[src/rtl/mac_filter_pkg.sv]
// Shared types and helpers for the destination-MAC stream filter.
package mac_filter_pkg;

  typedef logic [47:0] mac_addr_t;

  localparam mac_addr_t MAC_BCAST = 48'hFFFF_FFFF_FFFF;

  typedef enum logic [1:0] {S_HDR, S_REPLAY, S_PASS, S_DROP} mf_state_t;

  // Group address: I/G bit (byte0 bit0) set, excluding the all-ones broadcast.
  function automatic logic is_mcast(input mac_addr_t mac);
    return mac[0] && (mac != MAC_BCAST);
  endfunction

endpackage

[src/rtl/mac_addr_cam.sv]
// Programmable unicast address table with a combinational match output.
module mac_addr_cam
  import mac_filter_pkg::*;
#(
  parameter int N_ADDR = 4,
  parameter int IDX_W  = (N_ADDR > 1) ? $clog2(N_ADDR) : 1
) (
  input  logic             clk,
  input  logic             rst,
  input  logic             i_we,
  input  logic [IDX_W-1:0] i_idx,
  input  mac_addr_t        i_mac,
  input  logic             i_vld,
  input  mac_addr_t        i_key,
  output logic             o_hit
);

  mac_addr_t         r_mac [N_ADDR];
  logic [N_ADDR-1:0] r_vld;

  always_ff @(posedge clk) begin
    if (rst) begin
      r_vld <= '0;
    end else if (i_we && (int'(i_idx) < N_ADDR)) begin
      r_mac[i_idx] <= i_mac;
      r_vld[i_idx] <= i_vld;
    end
  end

  // Matches against registered contents only, so a same-cycle write is not visible.
  always_comb begin
    o_hit = 1'b0;
    for (int unsigned i = 0; i < N_ADDR; i++) begin
      if (r_vld[i] && (r_mac[i] == i_key)) o_hit = 1'b1;
    end
  end

endmodule

[src/rtl/mac_filter_multi.sv]
// AXI-Stream destination-MAC filter: buffers the header, decides, then replays or drops.
// Optional frame counters are enabled with `define MAC_FILTER_STATS_EN.
module mac_filter_multi
  import mac_filter_pkg::*;
#(
  parameter  int DATA_W = 32,
  parameter  int N_ADDR = 4,
  localparam int KEEP_W = DATA_W / 8,
  localparam int IDX_W  = (N_ADDR > 1) ? $clog2(N_ADDR) : 1
) (
  input  logic              clk,
  input  logic              rst,
  input  logic              in_tvalid,
  output logic              in_tready,
  input  logic [DATA_W-1:0] in_tdata,
  input  logic [KEEP_W-1:0] in_tkeep,
  input  logic              in_tlast,
  output logic              out_tvalid,
  input  logic              out_tready,
  output logic [DATA_W-1:0] out_tdata,
  output logic [KEEP_W-1:0] out_tkeep,
  output logic              out_tlast,
  input  logic              cfg_we,
  input  logic [IDX_W-1:0]  cfg_idx,
  input  mac_addr_t         cfg_mac,
  input  logic              cfg_entry_vld,
  input  logic              cfg_promisc,
  input  logic              cfg_accept_bcast,
  input  logic              cfg_accept_mcast,
  output logic [31:0]       stat_pass_cnt,
  output logic [31:0]       stat_drop_cnt
);

  localparam int         HDR_BEATS = (DATA_W == 32) ? 2 : 1;
  localparam logic [0:0] LAST_HDR  = 1'(HDR_BEATS - 1);

  mf_state_t         r_state, w_state_nxt;
  logic [0:0]        r_hcnt, r_rcnt;
  logic [DATA_W-1:0] r_hdr_data [HDR_BEATS];
  logic [KEEP_W-1:0] r_hdr_keep [HDR_BEATS];
  mac_addr_t         w_key;
  logic              w_hit, w_accept, w_hdr_fire, w_final_hdr;

  // The key combines earlier buffered beats with the beat being accepted now.
  if (HDR_BEATS == 2) begin : g_key2
    assign w_key = {in_tdata[15:0], r_hdr_data[0]};
  end else begin : g_key1
    assign w_key = in_tdata[47:0];
  end

  mac_addr_cam #(.N_ADDR(N_ADDR), .IDX_W(IDX_W)) u_cam (
    .clk   (clk),
    .rst   (rst),
    .i_we  (cfg_we),
    .i_idx (cfg_idx),
    .i_mac (cfg_mac),
    .i_vld (cfg_entry_vld),
    .i_key (w_key),
    .o_hit (w_hit)
  );

  assign w_hdr_fire  = (r_state == S_HDR) && in_tvalid;
  assign w_final_hdr = (r_hcnt == LAST_HDR);
  assign w_accept    = cfg_promisc
                     || ((w_key == MAC_BCAST) && cfg_accept_bcast)
                     || (is_mcast(w_key) && cfg_accept_mcast)
                     || w_hit;

  always_comb begin
    w_state_nxt = r_state;
    in_tready   = 1'b1;
    out_tvalid  = 1'b0;
    out_tdata   = r_hdr_data[r_rcnt];
    out_tkeep   = r_hdr_keep[r_rcnt];
    out_tlast   = 1'b0;
    unique case (r_state)
      S_HDR: begin
        if (w_hdr_fire && w_final_hdr && !in_tlast)
          w_state_nxt = w_accept ? S_REPLAY : S_DROP;
      end
      S_REPLAY: begin
        in_tready  = 1'b0;
        out_tvalid = 1'b1;
        if (out_tready && (r_rcnt == LAST_HDR)) w_state_nxt = S_PASS;
      end
      S_PASS: begin
        out_tvalid = in_tvalid;
        in_tready  = out_tready;
        out_tdata  = in_tdata;
        out_tkeep  = in_tkeep;
        out_tlast  = in_tlast;
        if (in_tvalid && out_tready && in_tlast) w_state_nxt = S_HDR;
      end
      S_DROP: begin
        if (in_tvalid && in_tlast) w_state_nxt = S_HDR;
      end
      default: w_state_nxt = S_HDR;
    endcase
  end

  always_ff @(posedge clk) begin
    if (rst) begin
      r_state <= S_HDR;
      r_hcnt  <= '0;
      r_rcnt  <= '0;
      for (int unsigned i = 0; i < HDR_BEATS; i++) begin
        r_hdr_data[i] <= '0;
        r_hdr_keep[i] <= '0;
      end
    end else begin
      r_state <= w_state_nxt;
      if (w_hdr_fire) begin
        r_hdr_data[r_hcnt] <= in_tdata;
        r_hdr_keep[r_hcnt] <= in_tkeep;
        r_hcnt             <= (in_tlast || w_final_hdr) ? '0 : r_hcnt + 1'b1;
      end
      if ((r_state == S_REPLAY) && out_tready)
        r_rcnt <= (r_rcnt == LAST_HDR) ? '0 : r_rcnt + 1'b1;
    end
  end

`ifdef MAC_FILTER_STATS_EN
  logic        w_decide;
  logic [31:0] r_pass_cnt, r_drop_cnt;

  // Runts (tlast inside the header) end the decision early and always count as drops.
  assign w_decide = w_hdr_fire && (w_final_hdr || in_tlast);

  always_ff @(posedge clk) begin
    if (rst) begin
      r_pass_cnt <= '0;
      r_drop_cnt <= '0;
    end else if (w_decide) begin
      if (w_accept && !in_tlast) begin
        if (r_pass_cnt != '1) r_pass_cnt <= r_pass_cnt + 32'd1;
      end else begin
        if (r_drop_cnt != '1) r_drop_cnt <= r_drop_cnt + 32'd1;
      end
    end
  end

  assign stat_pass_cnt = r_pass_cnt;
  assign stat_drop_cnt = r_drop_cnt;
`else
  assign stat_pass_cnt = '0;
  assign stat_drop_cnt = '0;
`endif

endmodule

[config.mk]
export PLATFORM = sky130hd
export DESIGN_NAME = mac_filter_multi
export DESIGN_NICKNAME = d
export VERILOG_FILES = /design/src/rtl/mac_filter_pkg.sv /design/src/rtl/mac_addr_cam.sv /design/src/rtl/mac_filter_multi.sv
export SDC_FILE = /design/constraint.sdc
export NUM_CORES = 1
export LEC_CHECK = 0
export ABC_AREA = 1
export BUFFER_PORTS_ARGS = -buffer_cell sky130_fd_sc_hd__buf_2
export CAP_MARGIN = 20
export CELL_PAD_IN_SITES_DETAIL_PLACEMENT = 2
export CELL_PAD_IN_SITES_GLOBAL_PLACEMENT = 2
export CORE_MARGIN = 2
export CORE_UTILIZATION = 31
export DETAILED_ROUTE_END_ITERATION = 7
export PLACE_DENSITY = 0.79
export SETUP_SLACK_MARGIN = 0.02
export SYNTH_ARGS = -nofsm -noshare
export SYNTH_HDL_FRONTEND = slang
export SYNTH_HIERARCHICAL = 1
export SYNTH_SLANG_ARGS = --single-unit
[constraint.sdc]
create_clock -name clk -period 10.17 [get_ports clk]
set_input_delay 1.5255 -clock clk [delete_from_list [all_inputs] [get_ports clk]]
set_output_delay 1.5255 -clock clk [all_outputs]
set_load 0.02 [all_outputs]
==> results by group, run 1 <==
Clocking
  • Postcts setup bufs: 0
  • CTS Hold Bufs: 0
  • TritonCTS clock tree: yes
  • Clk Latency, worst-skew pair: around 0.58 ns
  • TritonCTS Sinks: 273
  • Reg clk slew, reported paths: around 0.060 ns
  • Root Buffer: clkbuf_16
  • Post-cts sizing count: 0
  • Total CTS buffers: 31
  • H-tree depth: 1
  • Max Root-Sink Buffers: 3

Timing
  • Setup TNS: 0 ns
  • Max Slew Vio Count: 0
  • Post-route clock period utilization: 0.400
  • Measured slew at the worst slew-check pin: ~0.87 ns
  • # setup viols final: 0
  • Layout Skew: 0.0202 ns
  • Hold_ws: between 0.4 and 0.5 ns
  • Minimum clock period: 4.07 ns
  • Final Hold Viols: 0
  • RSZ-0062 raised after global routing: no
  • Fmax: 246 MHz
  • Relative slew margins: 0.416
  • Min setup slack post-route: 6.10 ns

Place
  • DP HPWL: 38800 um
  • Buffers on Ports: about 130
  • Pre-CTS setup slack: around 6 ns
  • Routability cong.: 0.894
  • Post-Place Cells: between 2000 and 2500

Setup path
  • Crit end category: output port
  • Worst setup path start: r_state[0]
  • WP data required: 8.64 ns
  • Critical Path AT: about 2.6 ns
  • Critical path type: reg2out
  • Worst R2R Setup Slack: around 7.3 ns
  • RR Startpoint: r_state[0]
  • CP max FO: between 70 and 80
  • Startpoint types: register

Yosys
  • Asr flop ratio synth: 0
  • Register area share after synthesis: 0.597
  • Yosys warnings: 6
  • Top cells by area, synth: edfxtp_1 58%, nand2_1 14%, nor2_1 5.7%, inv_1 4.9%, buf_4 3.7%
  • #FFs+latches synth: about 270
  • Netlist Area Pre-Place: roughly 14000 sq um
  • Synth unique cells: 27
  • Mean Syn Cell Area: between 8 and 9 sq um
  • Synth area leader: edfxtp_1
  • Synth top area share: 0.584
  • Ys flop type: edfxtp_1
  • Most numerous cell in the Yosys netlist: nand2_1
  • EDFF count, synth: 264
  • Mapped Cells: roughly 1500
  • List of most frequent post-synthesis cells: 519 x nand2_1, 264 x edfxtp_1, 208 x nor2_1, 178 x inv_1, 67 x buf_4

Power and ir drop
  • Psw: 1050 uW
  • Comb pwr share: 0.210
  • Pwr/cell area: around 200 nW/um^2
  • Clock network fraction of design power: 0.352
  • P_int: 2160 uW
  • Sw frac: 0.326
  • Seq pwr share: 0.438
  • Power Total: 3210 uW
  • LEAKAGE: about 0.0070 uW
  • Max VDD drop: ~0.00012 V

Layout
  • Final cell count without fillers: 2271
  • Nets: ~1800
  • Layout area overhead: 15.9%
  • Share of cells above drive strength 1: 0.148

Die
  • Core outline area: 43200 sq um
  • DIE AREA: approximately 46000 sq um
  • Site row count: 76
  • # IOs: about 200
  • Die W: about 210 um
  • Initial Util: 0.315
  • Die height: 213 um

Global routing
  • Pin count of the biggest net entering global routing: 75
  • First-pass GRT wire length: 74200 um
  • Total global routing overflow: 0
  • Initial antenna violation count: 6
  • GRT Resource Usage Total: 0.224
  • Vias in the first global route: around 12000

Route
  • Vias per cell: roughly 4.8
  • DR WL/cell: between 20 and 25 um
  • Post-route ant nets: 0
  • DRC Markers: 0
  • Final WL: between 50000 and 60000 um
  • Overall via count from detail_route: about 11000
  • First-pass detailed-route iteration total: 5
  • Initial DRC Count: about 690

Hold path
  • Hold_sp: u_cam/r_vld[3]
  • Hold Crit Class: reg2reg

Job
  • # Max-Cap Violations: 0

Outcome
  • Status: completed
[path summary, 6_finish.rpt]
path                       end  cells past startpoint
max              out_tdata[10]                      6
min             u_cam/r_vld[3]                      2
max reg2reg  r_hdr_data[0][30]                      7
min reg2reg     u_cam/r_vld[3]                      2
[power by group through the flow]
| stage | logic (uW) | clock network, uW | registers, uW |
|---|---|---|---|
| 2_1_floorplan | 444 | 0 | 1380 |
| 3_3_place_gp | 652 | 0 | 1420 |
| 3_5_place_dp | 675 | 0 | 1430 |
| 4_1_cts | 683 | 1150 | 1410 |
| 5_1_grt | 742 | 1190 | 1410 |
| 6_report | 675 | 1130 | 1410 |
[kinds of logic after synthesis]
kind of cell	share of synthesized area
buf+inv	0.107
simple gates	0.212
compound gates	0.0550
fa+ha+maj	0.00460
xor+xnor	0.0245
flops	0.597
other cells	0.000276
[routing by layer]
| layer | up-vias | wire length, um | global-route usage |
|---|---|---|---|
| met1 | 5477 | 21400 | 0.283 |
| li1 | 4969 | - | - |
| met2 | 294 | 24600 | 0.387 |
| met5 | - | 63 | 0 |
| met4 | 10 | 1650 | 0.0742 |
| met3 | 88 | 2850 | 0.0419 |
[sequential cells by signal, indices dropped and copies added (netlist names), named ones only]
signal	flops
r_hcnt	1
u_cam/r_mac	192
r_hdr_keep	8
u_cam/r_vld	4
r_state	2
r_hdr_data	64
r_rcnt	1
[layout by cell type (no fill, tap or decap), types with 9 or more instances in the layout]
cell type,n
o21ai_0,22
clkbuf_16,31
buf_2,134
conb_1,64
edfxtp_1,264
dfxtp_1,9
nand2_1,519
clkinv_2,10
nand3_1,12
inv_2,43
inv_1,178
o21ai_1,13
o22ai_1,10
buf_4,9
nor2_1,204
a21oi_1,46
xnor2_1,31
a22oi_1,36
[worst max-delay path: stages, from the launching register on]
cell and delay [ns]:
dfxtp_1 0.34, inv_1 0.16, ha_2 0.22, buf_4 0.60
a21oi_1 0.08, a22oi_1 0.30, buf_2 0.23
[cell type report]
cell class	count	area (sq um)
Sequential cell	273	8110
Inverter	222	833
Fill cell	4891	27400
Clock buffer	34	787
Tap cell	585	732
Clock inverter	23	216
Timing Repair Buffer	144	766
Multi-Input combinational cell	989	4300
Antenna cell	1	2.50
[through the flow]
| step | utilization | instance area [sq um] |
|---|---|---|
| finish | 0.365 | 15700 |
| global route | 0.365 | 15700 |
| CTS | 0.365 | 15700 |
| detailed placement | 0.341 | 14700 |
| global placement | 0.341 | 14700 |
| floorplan | - | 13800 |
Note: power is estimated with default switching activity, not from simulation.
==> inputs of run 2 (changes only) <==
- ABC_AREA: 1 -> 0
- PLACE_DENSITY: 0.79 -> 0.72
- clock period: 10.17 -> 3.88 ns (I/O delays scaled with it)
==> run 2 against run 1 <==
Worst setup slack got worse by 5.3 ns. Clock skew decreased by 0.0031 ns. Global-route usage decreased by 3.3 points. Critical path depth decreased by 2. Power increased by 150%. Largest power group unchanged. Largest cell class unchanged. Die area decreased by 8.3%.
==> results by group, run 2 <==
Outcome
  • Status: completed (unchanged)

Timing
  • Minimum clock period: roughly 3.1 ns
  • Layout Skew: 0.0171 ns (was 0.0202 ns)
  • Post-route clock period utilization: 0.799
  • Max Slew Vio Count: 0 (unchanged)
  • Setup TNS: 0 ns (unchanged)
  • Fmax: roughly 320 MHz
  • Measured slew at the worst slew-check pin: 0.928 ns (was 0.873 ns)
  • Final Hold Viols: 0 (unchanged)
  • Relative slew margins: 0.375 (was 0.416)
  • RSZ-0062 raised after global routing: no (unchanged)
  • # setup viols final: 0 (unchanged)
  • Hold_ws: 0.245 ns (was 0.471 ns)

Clocking
  • CTS Hold Bufs: 0 (unchanged)
  • H-tree depth: 1 (unchanged)
  • Reg clk slew, reported paths: 0.06 ns (about the same)
  • Root Buffer: clkbuf_16 (unchanged)
  • Postcts setup bufs: 0 (unchanged)
  • Max Root-Sink Buffers: 3 (unchanged)
  • Total CTS buffers: 30 (was 31)
  • Post-cts sizing count: 0 (unchanged)
  • Clk Latency, worst-skew pair: 0.56 ns (was 0.58 ns)
  • TritonCTS Sinks: 273 (unchanged)
  • TritonCTS clock tree: yes (unchanged)

Route
  • Vias per cell: 4.82 (was 4.77)
  • Overall via count from detail_route: 7627 (was 10838)
  • Post-route ant nets: 0 (unchanged)
  • First-pass detailed-route iteration total: 5 (unchanged)
  • Initial DRC Count: 521 (was 687)
  • DRC Markers: 0 (unchanged)
  • Final WL: 40300 um (was 50600 um)
  • DR WL/cell: 25.4 um (was 22.3 um)

Setup path
  • R2r worst-path depth: 7 (unchanged)
  • Critical path type: reg2out (unchanged)
  • RR Startpoint: r_hdr_data[0][20] (was r_state[0])
  • Critical Path AT: 2.52 ns (was 2.55 ns)
  • Max stage delay on crit path: 0.68 ns (was 0.60 ns)
  • Worst R2R End: r_state[1] (was r_hdr_data[0][30])
  • CP Buf/Inv Count: 2 (was 3)
  • Crit-path cells: buf_4, mux2i_1, o21ai_0, buf_2 (was inv_1, ha_2, buf_4, a21oi_1, a22oi_1, buf_2)
  • CP max FO: 20 (was 74)
  • WP data required: 3.30 ns (was 8.64 ns)
  • Startpoint types: register (unchanged)
  • Crit end category: output port (unchanged)
  • CP max stage cell: dfxtp_2 (was buf_4)
  • Worst path top cell family by delay: flip-flops (was buffers and inverters)
  • Worst R2R Setup Slack: 0.97 ns (was 7.29 ns)

Power and ir drop
  • Psw: 2440 uW (was 1050 uW)
  • Pwr/cell area: 545 nW/um^2 (was 204 nW/um^2)
  • Power Total: 7940 uW (was 3210 uW)
  • Clock network fraction of design power: 0.341 (was 0.352)
  • LEAKAGE: 0.00537 uW (was 0.00704 uW)
  • P_int: 5500 uW (was 2160 uW)
  • Seq pwr share: 0.467 (was 0.438)
  • Comb pwr share: 0.192 (was 0.210)
  • Max VDD drop: 0.000405 V (was 0.000119 V)
  • Sw frac: 0.307 (was 0.326)

Yosys
  • Yosys warnings: 6 (unchanged)
  • Mean Syn Cell Area: 14.3 sq um (was 8.99 sq um)
  • Most numerous cell in the Yosys netlist: edfxtp_1 (was nand2_1)
  • Mux cell area share after synthesis: 0.0338 (was 0)
  • EDFF count, synth: 264 (unchanged)
  • Synth top area share: 0.637 (was 0.584)
  • Synth area leader: edfxtp_1 (unchanged)
  • Synth Area in Simple Gates: 0.108 (was 0.212)
  • List of most frequent post-synthesis cells: 264 x edfxtp_1, 189 x xor2_1, 71 x and2_1, 64 x buf_4, 48 x nor4_1 (was 519 x nand2_1, 264 x edfxtp_1, 208 x nor2_1, 178 x inv_1, 67 x buf_4)
  • Mapped Cells: 873 (was 1512)
  • Asr flop ratio synth: 0 (unchanged)
  • Area fraction in compound gates after synthesis: 0.0198 (was 0.0550)
  • #FFs+latches synth: 273 (unchanged)
  • Xor/xnor cell area share of the yosys netlist: 0.136 (was 0.0245)
  • Ys flop type: edfxtp_1 (unchanged)
  • Register area share after synthesis: 0.652 (was 0.597)
  • Netlist Area Pre-Place: 12400 sq um (was 13600 sq um)
  • Adder-cell share of the synthesized area: 0.00503 (was 0.00460)
  • Largest family of logic cells by synthesized area: XOR/XNOR gates (was simple AND/OR/NAND/NOR gates)
  • Synth unique cells: 41 (was 27)
  • Top cells by area, synth: edfxtp_1 64%, xor2_1 13%, buf_4 3.9%, and2_1 3.6%, mux2i_1 3.4% (was edfxtp_1 58%, nand2_1 14%, nor2_1 5.7%, inv_1 4.9%, buf_4 3.7%)

Hold path
  • Hold depth: 1 (was 2)
  • Hold Crit Class: in2reg (was reg2reg)
  • Hold_sp: cfg_mac[13] (was u_cam/r_vld[3])
  • Hold Path End: u_cam/r_mac[3][13] (was u_cam/r_vld[3])

Global routing
  • Pin count of the biggest net entering global routing: 49 (was 75)
  • Vias in the first global route: 8128 (was 11661)
  • GRT Resource Usage Total: 0.191 (was 0.224)
  • Initial antenna violation count: 1 (was 6)
  • Total global routing overflow: 0 (unchanged)
  • First-pass GRT wire length: 57000 um (was 74200 um)

Layout
  • Commonest non-fill, non-tap cell in the layout: edfxtp_1 (was nand2_1)
  • Share of cells above drive strength 1: 0.194 (was 0.148)
  • Fillcell total: 4102 (was 4891)
  • Nets: 1133 (was 1762)
  • Layout area overhead: 17.0% (was 15.9%)
  • Biggest register: u_cam/r_mac (unchanged)
  • Max FFs per register: 192 (unchanged)
  • Multi-input logic area: 4040 sq um (was 4300 sq um)
  • Commonest cells after routing, fill and taps aside: 264 x edfxtp_1, 189 x xor2_1, 134 x buf_2, 71 x and2_1, 64 x conb_1 (was 519 x nand2_1, 264 x edfxtp_1, 204 x nor2_1, 178 x inv_1, 134 x buf_2)
  • Register Area: 8110 sq um (about the same)
  • Biggest regs: u_cam/r_mac: 192 flops, r_hdr_data: 64 flops, r_hdr_keep: 8 flops (unchanged)

Die
  • Site row count: 73 (was 76)
  • DIE AREA: 41800 sq um (was 45500 sq um)
  • Core outline area: 39600 sq um (was 43200 sq um)
  • # IOs: 199 (unchanged)
  • Die height: 204 um (was 213 um)
  • Die W: 204 um (was 213 um)
  • Initial Util: 0.314 (was 0.315)

Job
  • # Max-Cap Violations: 0 (unchanged)

Place
  • Routability cong.: 0.899 (was 0.894)
  • Buffers on Ports: 134 (unchanged)
  • DP HPWL: 30400 um (was 38800 um)
run 2: worst max-delay path by stage:
stage / to / startpoint / cells after the start / slack, ns
final: out_tdata[26] / register / 4 / 0.78
after global routing: out_tdata[26] / register / 4 / 0.62
after CTS: out_tdata[26] / register / 4 / 0.69
after detailed placement: r_state[1] / in_tdata[2] / 8 / 0.75
after global placement: r_state[1] / in_tdata[2] / 8 / 0.83
after floorplan: u_cam/r_mac[1][0] / cfg_we / 3 / 0.58
run 2: area by class of cell:
type / instances / area share
antenna: 2 / 0.000344
clock buffer: 48 / 0.0583
clock inverter: 8 / 0.00524
inverter: 3 / 0.000773
multi-input combinational: 577 / 0.277
sequential: 273 / 0.557
tap: 525 / 0.0451
timing repair buffer: 147 / 0.0562
run 2: metal layers:
metal	wire length (um)	share of wire	GRT usage
met1	16900	0.42	0.243
met2	19500	0.48	0.328
met3	2310	0.057	0.0298
met4	1550	0.039	0.0701
met5	0	0	0
run 2: worst register-to-register path, stage by stage, from the launching register on:
cell and delay (ns):
edfxtp_1 0.55, xor2_1 0.46, nor4_1 0.13, nand3_1 0.16, nor4_1 0.10, or4_1 0.60, or4b_1 0.53, o32ai_1 0.27
run 2: logic make-up (layout without fill, tap and decap cells):
logic type | Yosys count | after routing
AOI/OAI and AO/OA | 46 | 46
adders and majority gates | 5 | 5
DFF | 273 | 273
and+or+nand+nor | 227 | 227
other | 1 | 66
muxes | 42 | 42
buffers and inverters | 86 | 206
xor gates and xnor gates | 193 | 193
run 2: power groups by stage:
stage          Clock (uW)  Combinational (uW)  Sequential, uW
4_1_cts              2770                1550            3710
3_3_place_gp            0                1500            3750
2_1_floorplan           0                 959            3640
3_5_place_dp            0                1540            3770
6_report             2710                1530            3710
5_1_grt              2880                1660            3730
run 2: per-stage QoR:
step	util	area, sq um	std cells	setup WS [ns]
5_1_grt	0.367	14600	1581	0.618
2_1_floorplan	-	12700	936	0.577
3_3_place_gp	0.344	13600	1525	0.827
4_1_cts	0.367	14600	1581	0.692
6_report	0.367	14600	1583	0.781
3_5_place_dp	0.344	13600	1525	0.753
